`config.mk`:
```
export PLATFORM = sky130hd
export DESIGN_NAME = io_bridge
export DESIGN_NICKNAME = d
export VERILOG_FILES = /design/src/rtl/io_bridge_pkg.sv /design/src/rtl/io_bridge_fifo.sv /design/src/rtl/io_bridge.sv
export SDC_FILE = /design/constraint.sdc
export NUM_CORES = 1
export LEC_CHECK = 0
export ABC_AREA = 1
export ABC_CLOCK_PERIOD_IN_PS = 5000
export CAP_MARGIN = 20
export CORE_MARGIN = 2
export CORE_UTILIZATION = 42
export DETAILED_ROUTE_END_ITERATION = 12
export PLACE_DENSITY = 0.63
export SLEW_MARGIN = 5
export SYNTH_ARGS = -nofsm -noshare
export SYNTH_HDL_FRONTEND = slang
export SYNTH_SLANG_ARGS = --single-unit
```
`constraint.sdc`:
```
create_clock -name clk -period 5 [get_ports clk]
set_clock_uncertainty 0.2 [all_clocks]
set_input_delay 0.5 -clock clk [delete_from_list [all_inputs] [get_ports clk]]
set_output_delay 0.5 -clock clk [all_outputs]
set_load 0.05 [all_outputs]
```
`src/rtl/io_bridge_pkg.sv`:
```
// Shared types and default parameter values for the io_bridge CPU/host port bridge.
package io_bridge_pkg;

    typedef enum logic [1:0] {
        ST_IDLE,
        ST_WAIT,
        ST_ACK
    } rd_state_e;

    localparam int DEF_DATA_W    = 16;
    localparam int DEF_IN_DEPTH  = 4;
    localparam int DEF_OUT_DEPTH = 4;
    localparam int DEF_TIMEOUT   = 64;

endpackage

```
`src/rtl/io_bridge_fifo.sv`:
```
// io_fifo: synchronous FIFO with a combinational head. A push is ignored while
// the FIFO is full and a pop is ignored while it is empty.
module io_fifo
    import io_bridge_pkg::*;
#(
    parameter int WIDTH = DEF_DATA_W,
    parameter int DEPTH = DEF_IN_DEPTH
) (
    input  logic             clk,
    input  logic             rst_n,
    input  logic             push,
    input  logic [WIDTH-1:0] push_data,
    input  logic             pop,
    output logic [WIDTH-1:0] head,
    output logic             full,
    output logic             empty
);

    localparam int AW = $clog2(DEPTH);

    generate
        if (DEPTH < 2 || (DEPTH & (DEPTH - 1)) != 0) begin : g_bad_depth
            $error("io_fifo: DEPTH must be a power of two and at least 2");
        end
    endgenerate

    logic [WIDTH-1:0] mem_q [DEPTH];
    logic [AW-1:0]    wr_ptr_q, wr_ptr_d;
    logic [AW-1:0]    rd_ptr_q, rd_ptr_d;
    logic [AW:0]      count_q, count_d;
    logic             do_push;
    logic             do_pop;

    assign full    = (count_q == (AW+1)'(DEPTH));
    assign empty   = (count_q == '0);
    assign do_push = push && !full;
    assign do_pop  = pop && !empty;
    assign head    = mem_q[rd_ptr_q];

    // Power-of-two depth lets the pointers wrap by plain overflow.
    always_comb begin
        wr_ptr_d = wr_ptr_q + AW'(do_push);
        rd_ptr_d = rd_ptr_q + AW'(do_pop);
        count_d  = count_q + (AW+1)'(do_push) - (AW+1)'(do_pop);
    end

    always_ff @(posedge clk or negedge rst_n) begin
        if (!rst_n) begin
            wr_ptr_q <= '0;
            rd_ptr_q <= '0;
            count_q  <= '0;
        end else begin
            wr_ptr_q <= wr_ptr_d;
            rd_ptr_q <= rd_ptr_d;
            count_q  <= count_d;
        end
    end

    always_ff @(posedge clk) begin
        if (do_push) begin
            mem_q[wr_ptr_q] <= push_data;
        end
    end

endmodule

```
`src/rtl/io_bridge.sv`:
```
// io_bridge: host<->CPU bridge with an input FIFO read by a request/ack FSM and
// an output FIFO written by the CPU. Define IO_BRIDGE_TIMEOUT_EN to bound WAIT.
module io_bridge
    import io_bridge_pkg::*;
#(
    parameter int DATA_W    = DEF_DATA_W,
    parameter int IN_DEPTH  = DEF_IN_DEPTH,
    parameter int OUT_DEPTH = DEF_OUT_DEPTH,
    parameter int TIMEOUT   = DEF_TIMEOUT
) (
    input  logic              clk,
    input  logic              rst_n,
    input  logic [DATA_W-1:0] host_in_data,
    input  logic              host_in_valid,
    output logic              host_in_ready,
    input  logic              cpu_in_req,
    output logic [DATA_W-1:0] cpu_in_data,
    output logic              cpu_in_ack,
    output logic              cpu_in_timeout,
    output logic              status,
    input  logic              cpu_out_we,
    input  logic [DATA_W-1:0] cpu_out_data,
    output logic              cpu_out_ready,
    output logic [DATA_W-1:0] host_out_data,
    output logic              host_out_valid,
    input  logic              host_out_ready
);

    generate
        if (TIMEOUT < 1 || TIMEOUT > 65535) begin : g_bad_timeout
            $error("io_bridge: TIMEOUT must be in 1..65535");
        end
    endgenerate

    rd_state_e         state_q, state_d;
    logic [DATA_W-1:0] data_q, data_d;
    logic [DATA_W-1:0] in_head;
    logic              in_full;
    logic              in_empty;
    logic              in_pop;
    logic              out_full;
    logic              out_empty;
    logic              wait_expired;

    io_fifo #(.WIDTH(DATA_W), .DEPTH(IN_DEPTH)) u_in_fifo (
        .clk       (clk),
        .rst_n     (rst_n),
        .push      (host_in_valid),
        .push_data (host_in_data),
        .pop       (in_pop),
        .head      (in_head),
        .full      (in_full),
        .empty     (in_empty)
    );

    io_fifo #(.WIDTH(DATA_W), .DEPTH(OUT_DEPTH)) u_out_fifo (
        .clk       (clk),
        .rst_n     (rst_n),
        .push      (cpu_out_we),
        .push_data (cpu_out_data),
        .pop       (host_out_ready),
        .head      (host_out_data),
        .full      (out_full),
        .empty     (out_empty)
    );

    assign host_in_ready  = !in_full;
    assign status         = !in_empty;
    assign cpu_out_ready  = !out_full;
    assign host_out_valid = !out_empty;
    assign cpu_in_ack     = (state_q == ST_ACK);
    assign cpu_in_data    = data_q;

`ifdef IO_BRIDGE_TIMEOUT_EN
    logic [15:0] wait_cnt_q, wait_cnt_d;
    logic        timeout_q, timeout_d;

    assign wait_expired   = (wait_cnt_q == 16'(TIMEOUT - 1));
    assign cpu_in_timeout = timeout_q;

    // Counts WAIT cycles; any exit from WAIT restarts it from zero.
    always_comb begin
        wait_cnt_d = '0;
        if (state_q == ST_WAIT && state_d == ST_WAIT) begin
            wait_cnt_d = wait_cnt_q + 16'd1;
        end
        timeout_d = (state_q == ST_WAIT) && cpu_in_req && in_empty && wait_expired;
    end

    always_ff @(posedge clk or negedge rst_n) begin
        if (!rst_n) begin
            wait_cnt_q <= '0;
            timeout_q  <= 1'b0;
        end else begin
            wait_cnt_q <= wait_cnt_d;
            timeout_q  <= timeout_d;
        end
    end
`else
    assign wait_expired   = 1'b0;
    assign cpu_in_timeout = 1'b0;
`endif

    // A word already present wins over an expiring wait in the same cycle.
    always_comb begin
        state_d = state_q;
        data_d  = data_q;
        in_pop  = 1'b0;
        unique case (state_q)
            ST_IDLE: begin
                if (cpu_in_req) begin
                    if (!in_empty) begin
                        state_d = ST_ACK;
                        in_pop  = 1'b1;
                        data_d  = in_head;
                    end else begin
                        state_d = ST_WAIT;
                    end
                end
            end
            ST_WAIT: begin
                if (!cpu_in_req) begin
                    state_d = ST_IDLE;
                end else if (!in_empty) begin
                    state_d = ST_ACK;
                    in_pop  = 1'b1;
                    data_d  = in_head;
                end else if (wait_expired) begin
                    state_d = ST_ACK;
                    data_d  = '0;
                end
            end
            ST_ACK: begin
                state_d = ST_IDLE;
            end
            default: begin
                state_d = ST_IDLE;
            end
        endcase
    end

    always_ff @(posedge clk or negedge rst_n) begin
        if (!rst_n) begin
            state_q <= ST_IDLE;
            data_q  <= '0;
        end else begin
            state_q <= state_d;
            data_q  <= data_d;
        end
    end

endmodule

```
==> flow_summary.ini <==
[status]
status = finished, final reports clean

[cts]
cts_setup_buffers = 0
cts_resized = 0
numCtsBuffers = 17
cts_tree = done
htree_levels = 4
insertion_delay_ns = 0.41
ctsHoldBuffers = 0
clock_path_buffers = 2
clkSlewWorstSetupHoldPaths_ns = 0.06
cts-root-buf = clkbuf_16
cts.sinks = 160

[floorplan]
core_sq_mm = 0.0151
die_y_microns = 128
pin_count = 76
initial_core_util_pct = 42.8
rows = 45
die_w_microns = 128
dieArea_sq_mm = 0.0165

[route]
drt_wl_total_microns = 12900
first_pass_iters = 5
antenna_left = 0
drc = 0
vias = 4078
via_per_inst = 4.90
drt_iter0_drc = 272
wl_per_cell_microns = 15.6

[setup_path]
critical_path_class = flop to primary output
critical_path_arrival_ns = 2.91
start_kind = flop
cp_slowest_stage_delay_ns = 0.85
crit_chain = buf_4, inv_2, o21ai_0, o22ai_1, clkdlybuf4s50_1
timing.critical_path.fanout_max = 32
cp_data_required_time_ns = 4.30
end_kind = primary output
slowest_stage = clkdlybuf4s50_1

[power]
switchingPower_mw = 2.21
power_frac_clock_pct = 24.8
combPwrFrac_pct = 39.0
total_power_mw = 5.61
power.density_mw_per_mm2 = 691
p_leak_nw = 3.37
internal-power_mw = 3.40
p_sw_share_pct = 39.4
vdd_drop_max_uv = 485
pwr-share-seq_pct = 36.2

[sta]
relSlewSlack_pct = 32.0
fmax_mhz = 277
post-route-min-period_ns = 3.61
tns_ns = 0
setup_violations = 0
hold_viol = 0
rsz0062_at_grt = no
final_min_period_over_clock_period_pct = 72.1
slew_violations = 0
setup_slack_ns = 1.39
worstMarginPinSlew_ns = 1.02

[global_routing]
antenna_found_initial = 0
grt_usage_pct = 16.7
grt_pass1_wl_microns = 20800
grt_max_degree = 34
grt_pass1_vias = 4206
grt_overflow = 0

[layout]
area.growth.synth_to_final_pct = 25.2
layout_commonest_cell = nand2_1
drive_gt1_share_pct = 8.54
insertedDiodeCount = 0
nets = 678
layout_common_cells = nand2_1, edfxtp_1, inv_1, clkdlybuf4s50_1, nand3_1

[place]
dp_hpwl_microns = 8020
dp_slack_ns = 1.83
io_buffers = 74
gp_congestion = 0.722

[logic_synthesis]
syn-cell-area_sq_mm = 0.00648
synthCells = 552
ys_types = 29
ys_warn_count = 0
seq_area_frac_synth_pct = 71.6
yosys_register_bits = 160
synthFlopType = edfxtp_1
async_reset_ff_share_pct = 20.0
avgSynthCellArea_sq_um = 11.7
syn-num-nets = 599
synth_edf_count = 128

[run]
cap_violations = 0

[worst_hold_path]
holdCritPathClass = flop to flop
==> final timing paths <==
check	slack (ns)	end	startpoint	cells past startpoint
max	1.39	host_out_data[13]	u_out_fifo.rd_ptr_q[0]	5
min	0.28	cpu_in_data[4]	cpu_in_data[4]	2
max reg2reg	2.49	u_in_fifo.count_q[2]	u_in_fifo.count_q[1]	11
min reg2reg	0.28	cpu_in_data[4]	cpu_in_data[4]	2
max in group asynchronous	3.98	cpu_in_data[5]	rst_n	2
min in group asynchronous	0.29	cpu_in_data[4]	rst_n	2
==> cells in the mapped netlist (6+ instances only) <==
master / number / area [sq um]
nand2_1: 133 / 499
xor2_1: 6 / 52.6
o21ai_0: 30 / 150
ha_1: 7 / 87.6
nor3_1: 9 / 45.0
inv_1: 84 / 315
buf_4: 6 / 45.0
nor2_1: 34 / 128
o22ai_1: 16 / 100
buf_2: 11 / 55.1
dfrtp_1: 32 / 801
edfxtp_1: 128 / 3840
nand3_1: 35 / 175
==> layout make-up <==
class                   instances  area (sq um)
clock buffers                  18           439
clock inverters                14           214
fillers                      1248          7030
inverters                      88           338
multi-input cells             283          1440
flip-flops and latches        160          4640
well taps                     188           235
repair buffers                 81           813
==> sequential cells by signal, indices dropped and copies added (netlist names) <==
register / flops
u_out_fifo.count_q: 3
u_in_fifo.rd_ptr_q: 2
u_in_fifo.mem_q: 64
u_out_fifo.wr_ptr_q: 2
u_out_fifo.rd_ptr_q: 2
u_out_fifo.mem_q: 64
cpu_in_data: 16
state_q: 2
u_in_fifo.wr_ptr_q: 2
u_in_fifo.count_q: 3
==> through the flow <==
step	hold WS (ns)	utilization, %	cells	area [sq um]
3_5_place_dp	0.264	49.3	800	7470
5_1_grt	0.309	53.6	832	8120
4_1_cts	0.286	53.6	832	8120
6_report	0.280	53.6	832	8120
2_1_floorplan	0.00441	-	552	6480
3_3_place_gp	0.265	49.1	799	7440
==> kinds of logic (layout without fill, tap and decap cells) <==
logic type | count (synthesis) | count (layout) | synth area share (%)
simple gates | 216 | 216 | 13.9
flops | 160 | 160 | 71.6
buf+inv | 109 | 201 | 7.24
compound gates | 49 | 49 | 4.13
fa+ha+maj | 9 | 9 | 1.97
xor+xnor | 8 | 8 | 1.08
other cells | 1 | 1 | 0.0578
==> critical path, delay by kind of cell (launching register included) <==
kind	cells	cell delay [ns]
buffers and inverters	3	1.55
flip-flops	1	0.57
AO/OA/AOI/OAI	2	0.38
==> metal layers <==
| metal | wire [microns] | track usage, % | up-vias |
|---|---|---|---|
| li1 | - | - | 1981 |
| met4 | 153 | 7.18 | 0 |
| met5 | 0 | 0 | - |
| met3 | 705 | 4.67 | 13 |
| met2 | 6780 | 28.5 | 111 |
| met1 | 5310 | 19.9 | 1973 |
==> power by group through the flow <==
stage	Clock [mW]	Sequential, mW	Combinational [mW]
final	1.39	2.03	2.19
after global routing	1.47	2.06	2.37
after CTS	1.41	2.03	2.21
after detailed placement	0	2.05	2.20
after global placement	0	2.06	2.09
after floorplan	0	2.16	1.36
(Power assumes the default switching activity.)
